`src/rtl/bfm_stim_streamer_if.sv`:
```
// Beat load, BFM beat and BFM result channels of the stimulus streamer.
// Latency: none, this is wiring only.
// Backpressure: wr and out channels are valid/ready; the result channel has no ready.
// Ports: wr_* load beats from the bench, out_* beats to the BFM, res_* results back from the BFM.
// master = bench/BFM side, slave = streamer side.
interface bfm_stim_streamer_if #(
  parameter int DATA_W = 8,
  parameter int LANES  = 2
);
  logic                    wr_valid_i;
  logic                    wr_ready_o;
  logic [LANES*DATA_W-1:0] wr_data_i;
  logic                    out_valid_o;
  logic                    out_ready_i;
  logic [LANES*DATA_W-1:0] out_data_o;
  logic                    res_valid_i;
  logic [DATA_W-1:0]       res_data_i;

  modport master (
    output wr_valid_i, wr_data_i, out_ready_i, res_valid_i, res_data_i,
    input  wr_ready_o, out_valid_o, out_data_o
  );

  modport slave (
    input  wr_valid_i, wr_data_i, out_ready_i, res_valid_i, res_data_i,
    output wr_ready_o, out_valid_o, out_data_o
  );
endinterface

```
`src/rtl/bfm_stim_streamer.sv`:
```
// Stimulus engine: buffers LANES-wide operand beats and streams a programmed count to the BFM.
// Latency: a loaded beat is visible on out_data_o the cycle after it is written.
// Backpressure: wr_ready_o drops when the buffer is full; out_ready_i low stalls the head beat.
// Ports: clk_i/reset_i (async, active-low), bus (slave modport: wr/out/res channels),
//   start_i/length_i start a run, busy_o/done_o/err_o status, sent/recv counters and result sum.
// Build option: define STIM_LOOP_EN to turn the buffer into a non-consuming replay memory.
module bfm_stim_streamer #(
  parameter int DATA_W  = 8,
  parameter int LANES   = 2,
  parameter int DEPTH   = 16,
  parameter int CNT_W   = 32,
  parameter int TIMEOUT = 1024
) (
  input  logic               clk_i,
  input  logic               reset_i,
  bfm_stim_streamer_if.slave bus,
  input  logic               start_i,
  input  logic [CNT_W-1:0]   length_i,
  output logic               busy_o,
  output logic               done_o,
  output logic               err_o,
  output logic [CNT_W-1:0]   sent_cnt_o,
  output logic [CNT_W-1:0]   recv_cnt_o,
  output logic [CNT_W-1:0]   res_sum_o
);
  localparam int AW = $clog2(DEPTH);
  localparam int BW = LANES * DATA_W;

  typedef enum logic [1:0] {IDLE, STREAM, DRAIN, DONE} state_t;

  state_t           state, state_nxt;
  logic [BW-1:0]    mem [DEPTH];
  logic [AW:0]      wr_ptr;
  logic [AW-1:0]    rd_addr;
  logic             rst_done, full, empty, push, pop;
  logic             run_start, last_pop, timeout_hit;
  logic [CNT_W-1:0] len_q, idle_cnt;

  // Holds wr_ready_o low while in reset and releases it on the first edge afterwards.
  always_ff @(posedge clk_i or negedge reset_i) begin
    if (!reset_i) rst_done <= 1'b0;
    else          rst_done <= 1'b1;
  end

  assign run_start = start_i && ((state == IDLE) || (state == DONE));
  assign push      = bus.wr_valid_i && bus.wr_ready_o;
  assign pop       = bus.out_valid_o && bus.out_ready_i;
  assign last_pop  = pop && ((sent_cnt_o + CNT_W'(1)) == len_q);
  assign timeout_hit = (state == DRAIN) && (recv_cnt_o != sent_cnt_o) && !bus.res_valid_i &&
                       (idle_cnt == CNT_W'(TIMEOUT - 1));

`ifdef STIM_LOOP_EN
  // Replay memory: wr_ptr counts loaded entries, the head index wraps after the last one.
  logic [AW-1:0] rd_idx;

  assign rd_addr        = rd_idx;
  assign full           = wr_ptr[AW];
  assign empty          = (wr_ptr == '0);
  assign bus.wr_ready_o = rst_done && !full && !busy_o;

  always_ff @(posedge clk_i or negedge reset_i) begin
    if (!reset_i) begin
      wr_ptr <= '0;
      rd_idx <= '0;
    end else begin
      if (push) wr_ptr <= wr_ptr + (AW+1)'(1);
      if (run_start)
        rd_idx <= '0;
      else if (pop)
        rd_idx <= (({1'b0, rd_idx} + (AW+1)'(1)) == wr_ptr) ? '0 : rd_idx + AW'(1);
    end
  end
`else
  // Consuming FIFO; the extra pointer bit separates full from empty.
  logic [AW:0] rd_ptr;

  assign rd_addr        = rd_ptr[AW-1:0];
  assign full           = ((wr_ptr ^ rd_ptr) == {1'b1, {AW{1'b0}}});
  assign empty          = (wr_ptr == rd_ptr);
  assign bus.wr_ready_o = rst_done && !full;

  always_ff @(posedge clk_i or negedge reset_i) begin
    if (!reset_i) begin
      wr_ptr <= '0;
      rd_ptr <= '0;
    end else begin
      if (push) wr_ptr <= wr_ptr + (AW+1)'(1);
      if (pop)  rd_ptr <= rd_ptr + (AW+1)'(1);
    end
  end
`endif

  always_ff @(posedge clk_i) begin
    if (push) mem[wr_ptr[AW-1:0]] <= bus.wr_data_i;
  end

  // State register
  always_ff @(posedge clk_i or negedge reset_i) begin
    if (!reset_i) state <= IDLE;
    else          state <= state_nxt;
  end

  // Next-state logic; leaving STREAM on the final pop keeps out_valid_o low afterwards.
  always_comb begin
    state_nxt = state;
    case (state)
      IDLE, DONE: if (start_i) state_nxt = (length_i != '0) ? STREAM : DONE;
      STREAM:     if (last_pop) state_nxt = DRAIN;
      DRAIN:      if ((recv_cnt_o == sent_cnt_o) || timeout_hit) state_nxt = DONE;
      default:    state_nxt = IDLE;
    endcase
  end

  // Outputs; head data is read straight from the buffer and forced to zero when empty.
  always_comb begin
    bus.out_valid_o = 1'b0;
    busy_o          = 1'b0;
    done_o          = 1'b0;
    case (state)
      STREAM: begin
        busy_o          = 1'b1;
        bus.out_valid_o = !empty;
      end
      DRAIN:   busy_o = 1'b1;
      DONE:    done_o = 1'b1;
      default: ;
    endcase
    bus.out_data_o = empty ? '0 : mem[rd_addr];
  end

  // Run counters, result sum, drain idle timer and sticky error.
  always_ff @(posedge clk_i or negedge reset_i) begin
    if (!reset_i) begin
      sent_cnt_o <= '0;
      recv_cnt_o <= '0;
      res_sum_o  <= '0;
      idle_cnt   <= '0;
      len_q      <= '0;
      err_o      <= 1'b0;
    end else if (run_start) begin
      sent_cnt_o <= '0;
      recv_cnt_o <= '0;
      res_sum_o  <= '0;
      idle_cnt   <= '0;
      len_q      <= length_i;
      err_o      <= 1'b0;
    end else begin
      if (pop) sent_cnt_o <= sent_cnt_o + CNT_W'(1);
      if (bus.res_valid_i && (state != IDLE)) begin
        recv_cnt_o <= recv_cnt_o + CNT_W'(1);
        res_sum_o  <= res_sum_o + CNT_W'(bus.res_data_i);
      end
      // Counts only quiet DRAIN cycles; any result restarts the window.
      idle_cnt <= ((state == DRAIN) && !bus.res_valid_i) ? idle_cnt + CNT_W'(1) : '0;
      if (timeout_hit) err_o <= 1'b1;
    end
  end
endmodule
```
`src/flat_wrapper.sv`:
```
// flat-port wrapper written by rule: the top's interface ports become plain ports
module bfm_stim_streamer_flat 
#(
  parameter int DATA_W  = 8,
  parameter int LANES   = 2,
  parameter int DEPTH   = 16,
  parameter int CNT_W   = 32,
  parameter int TIMEOUT = 1024
)
  (clk_i, reset_i, start_i, length_i, busy_o, done_o, err_o, sent_cnt_o, recv_cnt_o, res_sum_o, bus_wr_valid_i, bus_wr_data_i, bus_out_ready_i, bus_res_valid_i, bus_res_data_i, bus_wr_ready_o, bus_out_valid_o, bus_out_data_o);
  bfm_stim_streamer_if #(.DATA_W(DATA_W), .LANES(LANES)) bus_i ();
  input  logic clk_i;
  input  logic reset_i;
  input  logic start_i;
  input  logic [CNT_W-1:0] length_i;
  output logic busy_o;
  output logic done_o;
  output logic err_o;
  output logic [CNT_W-1:0] sent_cnt_o;
  output logic [CNT_W-1:0] recv_cnt_o;
  output logic [CNT_W-1:0] res_sum_o;
  input wire logic [$bits(bus_i.wr_valid_i)-1:0] bus_wr_valid_i;
  input wire logic [$bits(bus_i.wr_data_i)-1:0] bus_wr_data_i;
  input wire logic [$bits(bus_i.out_ready_i)-1:0] bus_out_ready_i;
  input wire logic [$bits(bus_i.res_valid_i)-1:0] bus_res_valid_i;
  input wire logic [$bits(bus_i.res_data_i)-1:0] bus_res_data_i;
  output wire logic [$bits(bus_i.wr_ready_o)-1:0] bus_wr_ready_o;
  output wire logic [$bits(bus_i.out_valid_o)-1:0] bus_out_valid_o;
  output wire logic [$bits(bus_i.out_data_o)-1:0] bus_out_data_o;
  assign bus_i.wr_valid_i = bus_wr_valid_i;
  assign bus_i.wr_data_i = bus_wr_data_i;
  assign bus_i.out_ready_i = bus_out_ready_i;
  assign bus_i.res_valid_i = bus_res_valid_i;
  assign bus_i.res_data_i = bus_res_data_i;
  assign bus_wr_ready_o = bus_i.wr_ready_o;
  assign bus_out_valid_o = bus_i.out_valid_o;
  assign bus_out_data_o = bus_i.out_data_o;
  bfm_stim_streamer #(.DATA_W(DATA_W), .LANES(LANES), .DEPTH(DEPTH), .CNT_W(CNT_W), .TIMEOUT(TIMEOUT)) u_core (.clk_i(clk_i), .reset_i(reset_i), .bus(bus_i), .start_i(start_i), .length_i(length_i), .busy_o(busy_o), .done_o(done_o), .err_o(err_o), .sent_cnt_o(sent_cnt_o), .recv_cnt_o(recv_cnt_o), .res_sum_o(res_sum_o));
endmodule
```
`config.mk`:
```
export PLATFORM = sky130hd
export DESIGN_NAME = bfm_stim_streamer_flat
export DESIGN_NICKNAME = d
export VERILOG_FILES = /design/src/rtl/bfm_stim_streamer_if.sv /design/src/rtl/bfm_stim_streamer.sv /design/src/flat_wrapper.sv
export SDC_FILE = /design/constraint.sdc
export NUM_CORES = 1
export LEC_CHECK = 0
export CORE_MARGIN = 2
export CORE_UTILIZATION = 30
export CTS_CLUSTER_DIAMETER = 80
export DETAILED_ROUTE_END_ITERATION = 10
export PLACE_DENSITY = 0.46
export SLEW_MARGIN = 20
export SYNTH_ARGS = -nofsm -noshare
export SYNTH_HDL_FRONTEND = slang
export SYNTH_SLANG_ARGS = --single-unit
```
`constraint.sdc`:
```
create_clock -name clk_i -period 2.9 [get_ports clk_i]
set_input_delay 0.29 -clock clk_i [delete_from_list [all_inputs] [get_ports clk_i]]
set_output_delay 0.29 -clock clk_i [all_outputs]
set_load 0.05 [all_outputs]
```
; Word-level counts from Yosys, hierarchy flattened
; Memory sizes are Yosys's and may differ from the RTL's.
; Cells that the tools add are included.
[totals]
latch_bits = 0
wordCells = 75
in_bits = 62
regBits = 174
romBits = 0
ram_bits = 256
n_memories = 1
output_inout_bits = 117
[op_classes]
n_addsub = 6
eq_ne = 12
bitwise = 1
mux = 21
n_shift = 0
reduce_logical = 24
mul = 0
magnitude_cmp = 0
n_div = 0
[memory_table]
columns = name, words, word_bits, read_ports, rd_clocked_by_memory_dff, wr, line
row1 = u_core.mem, 16, 16, 1, 0, 1, bfm_stim_streamer.sv:32  ; logic [BW-1:0] mem [DEPTH];
[ops]
columns = op, n
row1 = two-way mux 32 bit, 8
row2 = "adder 32 x 1 -> 32 bit, second input constant", 3
row3 = == test 32 bit, 2
row4 = adder 32 x 8 -> 32 bit, 1
row5 = "== test 32 x 10 -> 1 bit, second input constant", 1
row6 = != test 32 bit, 1
row7 = nonzero test 32 bit, 1
row8 = two-way mux 16 bit, 1
row9 = "adder 5 x 1 -> 5 bit, second input constant", 2
row10 = logical AND 1 bit, 10
row11 = two-way mux 2 bit, 4
row12 = nonzero test 2 bit, 4
row13 = two-way mux 1 bit, 7
row14 = one-hot mux 2 bit (3 select lines), 1
row15 = == test 5 bit, 1
row16 = "== test 5 bit, second input constant", 1
row17 = XOR 5 bit, 1
row18 = "== test 2 bit, second input constant", 2
row19 = "!= test 2 bit, second input constant", 2
row20 = OR reduction 2 bit, 2
row21 = zero test 1 bit, 3
row22 = AND reduction 3 bit, 1
row23 = "== test 2 x 1 -> 1 bit, second input constant", 1
row24 = zero test 2 bit, 1
row25 = 2 further kinds, 3

; Depth between registers and ports, before layout
[logic_depth]
word_depth = 7
mapped_depth = 12
mapped_depth_nobuf = 11

; Least setup slack after synthesis
; No wires, ideal clock.
[synth_timing]
kind = reg2reg
start = register u_core.sent_cnt_o[14]
end = register u_core.state[0]
arrival_ns = 3.041
synth_period_minus_slack_ns = 3.168
stages_incl_launch_ff = 10
slack_ns = -0.268
n_path_buf = 1
setup_time_ns = 0.127
required_ns = 2.773
path_cell_list = dfrtp_1 clkbuf_1 nand2_1 or4_1 nor3_1 xnor2_1 nand3_1 or4_1 o211ai_1 nand3_1
[synth_via]
elab_chain_cells = 7
word_cells_on_any_way = 12
cone_classes = add/sub: 1 / eq/ne: 5 / reduce/logical: 6
[synth_rtl]
columns = item, line
row1 = "start, declared", bfm_stim_streamer.sv:22  ; output logic [CNT_W-1:0] sent_cnt_o,
row2 = "start signal, assigned", bfm_stim_streamer.sv:148  ; if (pop) sent_cnt_o <= sent_cnt_o + CNT_W'(1);
row3 = "parallel branches: the longest is 6 deep, another holds adder 32 x 1 -> 32 bit", --
row4 = AND reduction 3 bit (no line) *, --
row5 = "end signal, assigned", bfm_stim_streamer.sv:100  ; else state <= state_nxt;
row6 = "end, declared", bfm_stim_streamer.sv:31  ; state_t state, state_nxt;
; Every way passes the cells marked *.
; A chain may end at the register's enable or synchronous reset.

; Worst setup path in the final report
[layout_timing]
start = register u_core.rd_ptr[0]
end = output port bus_out_data_o[8]
[layout_via]
elab_chain_cells = 2
word_cells_on_any_way = 3
cone_classes = eq/ne: 1 / mux: 1 / memory: 1
[layout_rtl]
columns = item, line
row1 = "start, declared", bfm_stim_streamer.sv:75  ; logic [AW:0] rd_ptr;
row2 = "start signal, assigned", bfm_stim_streamer.sv:88  ; if (pop) rd_ptr <= rd_ptr + (AW+1)'(1);
row3 = memory read (16 x 16 bit) or == test 5 bit (tied branches), --
row4 = two-way mux 16 bit *, bfm_stim_streamer.sv:128  ; bus.out_data_o = empty ? '0 : mem[rd_addr];
row5 = "end, declared", flat_wrapper.sv:29  ; output wire logic [$bits(bus_i.out_data_o)-1:0] bus_out_data_o;
; Every way passes the cells marked *; elsewhere a longest branch is shown, timed or not.

==> flow_metrics.env <==
export IMPL_clkTransAtPathRegs_ps=60
export IMPL_grt_use_total_pct=17.18
export IMPL_cts_path_max_buffers=3
export IMPL_syn2layout_area_growth_pct=29.37
export IMPL_critPathMaxFanout=8
export IMPL_report_final_hold_viol_count=0
export IMPL_later_pin_clock_latency_in_the_skew_report_ps=590
export IMPL_maxSlewHeadroom_pct=55.96
export IMPL_synth_area_per_cell_um2=12.78
export IMPL_synth_area_leaders="sky130_fd_sc_hd__edfxtp_1 (39%), sky130_fd_sc_hd__dfrtp_1 (22%), sky130_fd_sc_hd__mux4_2 (9.0%)"
export IMPL_synthDominantCellAreaShare_pct=38.59
export IMPL_power_leakage_nw=9.790
export IMPL_yosys_warnings=0
export IMPL_timing_final_ws_setup_ps=-144.1
export IMPL_timing_critical_path_to_type="output port"
export IMPL_fin_crit_ps=3044
export IMPL_synth_cell_type_count=58
export IMPL_post_drt_via_cell_ratio=4.913
export IMPL_drc=0
export IMPL_worst_r2r_cell_count=8
export IMPL_holdPathStages=3
export IMPL_netlist_top_cell_by_area="sky130_fd_sc_hd__edfxtp_1"
export IMPL_pin_count=179
export IMPL_core_area_um2=65750
export IMPL_first_iter_violations=1022
export IMPL_die_outline_area_um2=68470
export IMPL_detail_route_wirelength_um=59280
export IMPL_final_fill_count=6229
export IMPL_hold_class="in -> reg"
export IMPL_reg_to_reg_critical_path_endpoint="u_core.state[1]$_DFFE_PN0P_"
export IMPL_fraction_of_final_layout_cells_sized_beyond_drive_strength_1_pct=20.15
export IMPL_cp_common_cell="sky130_fd_sc_hd__mux4_2"
export IMPL_synth_ff_latch_count=430
export IMPL_hold_end="u_core.len_q[15]$_DFFE_PN0P_"
export IMPL_first_global_vias=13620
export IMPL_max_cap_violations=0
export IMPL_hpwlAfterDp_um=39160
export IMPL_rsz_0062_raised_after_global_routing="yes"
export IMPL_run_status="finished with violations"
export IMPL_dr_max_layer_used="met5"
export IMPL_grt_pass1_wl_um=87770
export IMPL_gp_congestion=0.8382
export IMPL_synth_edff_count=256
export IMPL_die_h_um=261.7
export IMPL_h_tree_depth=2
export IMPL_die_x_um=261.7
export IMPL_number_of_detailed_routing_iterations_run_before_antenna_repair=5
export IMPL_grt_remaining_overflow=0
export IMPL_reg2reg_slack_ps=100
export IMPL_synth_main_ff_cell="sky130_fd_sc_hd__edfxtp_1"
export IMPL_clock_tree_from_tritoncts="yes"
export IMPL_grt_start_max_net_pins=77
export IMPL_setup_tns_final_ps=-1620
export IMPL_finish_net_count=1923
export IMPL_clkSinkCount=430
export IMPL_max_freq_ghz=0.3285
export IMPL_met3_length_um=2656
export IMPL_avgRoutedWirePerCell_um=21.63
export IMPL_postLayoutCoreUtil_pct=39.20
export IMPL_start_util_pct=30.30
export IMPL_met2RoutedLength_um=29030
export IMPL_layout_worst_path_cycle_share_pct=105.0
export IMPL_rr_startpoint="u_core.sent_cnt_o[8]$_DFFE_PN0P_"
export IMPL_syn_instance_count=1559
export IMPL_cts_inserted_buffers=49
export IMPL_wl_met1_um=26360
export IMPL_setup_viol=16
export IMPL_crit_arrival_ps=2750
export IMPL_timing_setup_critical_path_class="reg -> out"
export IMPL_critPathTopFamily="multiplexers"
export IMPL_violated_checks="negative setup slack"
export IMPL_worst_margin_slew_ps=660.6
export IMPL_critical_path_cell_chain="buf_12, buf_16, mux4_2, mux4_2, nor2b_1, buf_6"
export IMPL_buffer_ports_inserted=178
export IMPL_rows=94
export IMPL_critical_path_n_buffers_inverters=3
export IMPL_synth_sequential_area_ratio_pct=60.45
export IMPL_worst_ep_required_time_ps=2610
export IMPL_syn_cell_area_um2=19920
export IMPL_antenna_found_initial=1
export IMPL_cellPowerDensity_nw_per_um2=890.3
export IMPL_final_max_slew_violation_count=0
export IMPL_critPathLaunchType="flip-flop"
export IMPL_total_power_mw=22.94
export IMPL_min_delay_start="length_i[15]"
export IMPL_detail_route_antenna_nets=0
export IMPL_worst_path_max_delay_cell="sky130_fd_sc_hd__dfrtp_4"
export IMPL_post_route_cell_area_um2=25770
export IMPL_clock_root_buffer="sky130_fd_sc_hd__clkbuf_16"
export IMPL_syn_num_nets=1643
export IMPL_pre_cts_ws_ps=-89.09
export IMPL_placed_cell_area_um2=23500
export IMPL_route_vias_total=13470
export IMPL_final_setup_skew_ps=24.24
export IMPL_power_ir_vdd_worst_uv=1101
export IMPL_async_flop_share_pct=40.47
export IMPL_timing_critical_path_slowest_cell_delay_ps=540
-- cell usage in the layout (no fill, tap or decap), types with 18 or more instances in the layout --
cell type	synthesis	final
sky130_fd_sc_hd__edfxtp_1	256	256
sky130_fd_sc_hd__xor2_1	104	104
sky130_fd_sc_hd__mux4_2	80	80
sky130_fd_sc_hd__and2_1	20	19
sky130_fd_sc_hd__clkbuf_16	0	50
sky130_fd_sc_hd__dfrtp_2	0	19
sky130_fd_sc_hd__xnor2_1	72	72
sky130_fd_sc_hd__inv_1	32	32
sky130_fd_sc_hd__clkdlybuf4s50_1	0	159
sky130_fd_sc_hd__nor3_1	25	24
sky130_fd_sc_hd__nor2_1	138	135
sky130_fd_sc_hd__nand4_1	42	42
sky130_fd_sc_hd__nand3_1	55	55
sky130_fd_sc_hd__nor4_1	32	29
sky130_fd_sc_hd__a21oi_1	42	42
sky130_fd_sc_hd__o21ai_0	32	31
sky130_fd_sc_hd__nand2_1	181	180
sky130_fd_sc_hd__dfrtp_1	174	154
sky130_fd_sc_hd__buf_4	3	113
sky130_fd_sc_hd__buf_12	0	18
sky130_fd_sc_hd__ha_1	21	21
-- Yosys cell counts (2+ instances only) --
library cell	instances
sky130_fd_sc_hd__edfxtp_1	256
sky130_fd_sc_hd__nand2_1	181
sky130_fd_sc_hd__dfrtp_1	174
sky130_fd_sc_hd__nor2_1	138
sky130_fd_sc_hd__xor2_1	104
sky130_fd_sc_hd__mux4_2	80
sky130_fd_sc_hd__xnor2_1	72
sky130_fd_sc_hd__clkbuf_1	70
sky130_fd_sc_hd__nand3_1	55
sky130_fd_sc_hd__a21oi_1	42
sky130_fd_sc_hd__nand4_1	42
sky130_fd_sc_hd__inv_1	32
sky130_fd_sc_hd__nor4_1	32
sky130_fd_sc_hd__o21ai_0	32
sky130_fd_sc_hd__nor2b_1	25
sky130_fd_sc_hd__nor3_1	25
sky130_fd_sc_hd__ha_1	21
sky130_fd_sc_hd__and2_1	20
sky130_fd_sc_hd__nand2b_1	18
sky130_fd_sc_hd__and3_1	17
sky130_fd_sc_hd__mux2i_1	16
sky130_fd_sc_hd__or3_1	16
sky130_fd_sc_hd__and4_1	15
sky130_fd_sc_hd__buf_1	8
sky130_fd_sc_hd__or2_2	7
sky130_fd_sc_hd__or4_1	6
sky130_fd_sc_hd__buf_2	5
sky130_fd_sc_hd__a31oi_1	4
sky130_fd_sc_hd__o211ai_1	4
sky130_fd_sc_hd__a211oi_1	3
sky130_fd_sc_hd__buf_4	3
sky130_fd_sc_hd__nand4b_1	3
sky130_fd_sc_hd__o31ai_1	3
sky130_fd_sc_hd__a21boi_0	2
sky130_fd_sc_hd__a31o_2	2
sky130_fd_sc_hd__nand4_2	2
sky130_fd_sc_hd__nor3b_1	2
sky130_fd_sc_hd__or4b_1	2
-- power breakdown --
group | internal, mW | switching [mW]
clock | 3.84 | 2.58
combinational | 3.90 | 5.08
sequential | 7.09 | 0.466
-- worst register-to-register path: cells and delay by family (launching register included) --
kind	cells	cell delay (ps)
simple gates	5	1670
flops	1	450
compound gates	3	540
-- registers in the layout (all words and copies together), names as in the netlist, 5 cells and up --
| name | count |
|---|---|
| u_core.idle_cnt | 32 |
| u_core.len_q | 32 |
| u_core.mem | 256 |
| u_core.rd_ptr | 5 |
| u_core.recv_cnt_o | 32 |
| u_core.res_sum_o | 32 |
| u_core.sent_cnt_o | 32 |
| u_core.wr_ptr | 5 |
-- how the worst max path moves through the flow --
stage                                             to  depth (start not counted)                              start  slack (ps)
global route                      bus_out_data_o[14]                          6       u_core.rd_ptr[0]$_DFFE_PN0P_        -220
CTS                               bus_out_data_o[12]                          6       u_core.rd_ptr[0]$_DFFE_PN0P_        -150
detailed placement  u_core.res_sum_o[10]$_DFFE_PN0P_                         13                  bus_res_data_i[0]         -90
global placement    u_core.res_sum_o[10]$_DFFE_PN0P_                         13                  bus_res_data_i[0]         -80
finish                             bus_out_data_o[8]                          6       u_core.rd_ptr[0]$_DFFE_PN0P_        -140
floorplan                u_core.state[0]$_DFFE_PN0P_                          9  u_core.sent_cnt_o[10]$_DFFE_PN0P_           4
-- stage by stage --
| step | std cells | hold WS (ps) |
|---|---|---|
| 2_1_floorplan | 1559 | -5.591 |
| 3_3_place_gp | 2631 | 377.4 |
| 3_5_place_dp | 2631 | 377.4 |
| 4_1_cts | 2731 | 241.5 |
| 5_1_grt | 2740 | 266.0 |
| 6_report | 2741 | 268.4 |
-- routing by layer --
layer	up-vias	track usage [%]
met5	-	0
met4	2	4.293
met3	84	2.382
met2	291	28.91
met1	6873	23.42
li1	6217	-
-- area by class of cell --
class	count	area, um^2	area share, %
clock buffer	61	1351	5.244
inverter	32	120.1	0.4661
multi-input combinational	1010	7624	29.58
tap	864	1081	4.195
timing repair buffer	316	3197	12.41
sequential	430	12070	46.83
clock inverter	27	325.3	1.262
antenna	1	2.502	0.009711
-- timing repair --
| item | in CTS | in global routing |
|---|---|---|
| setup endpoints to repair | 18 | 20 |
| pin swaps | 0 | 1 |
| hold buffers | 1 | 0 |
| gates resized for setup | 39 | 36 |
| hold endpoints to repair | 73 | 0 |
| buffers inserted | 6 | 10 |
| gates cloned | 5 | 1 |
-- logic make-up (layout without fill, tap and decap cells) --
| kind of cell | after synthesis | after routing | synth area share, % |
|---|---|---|---|
| mux | 96 | 96 | 9.849 |
| other cells | 1 | 2 | 0.01883 |
| simple gates | 611 | 611 | 15.14 |
| fa+ha+maj | 22 | 22 | 1.420 |
| xor+xnor | 176 | 176 | 7.739 |
| buf+inv | 119 | 436 | 2.337 |
| flops | 430 | 430 | 60.45 |
| compound gates | 104 | 104 | 3.047 |
(Power assumes the default switching activity.)
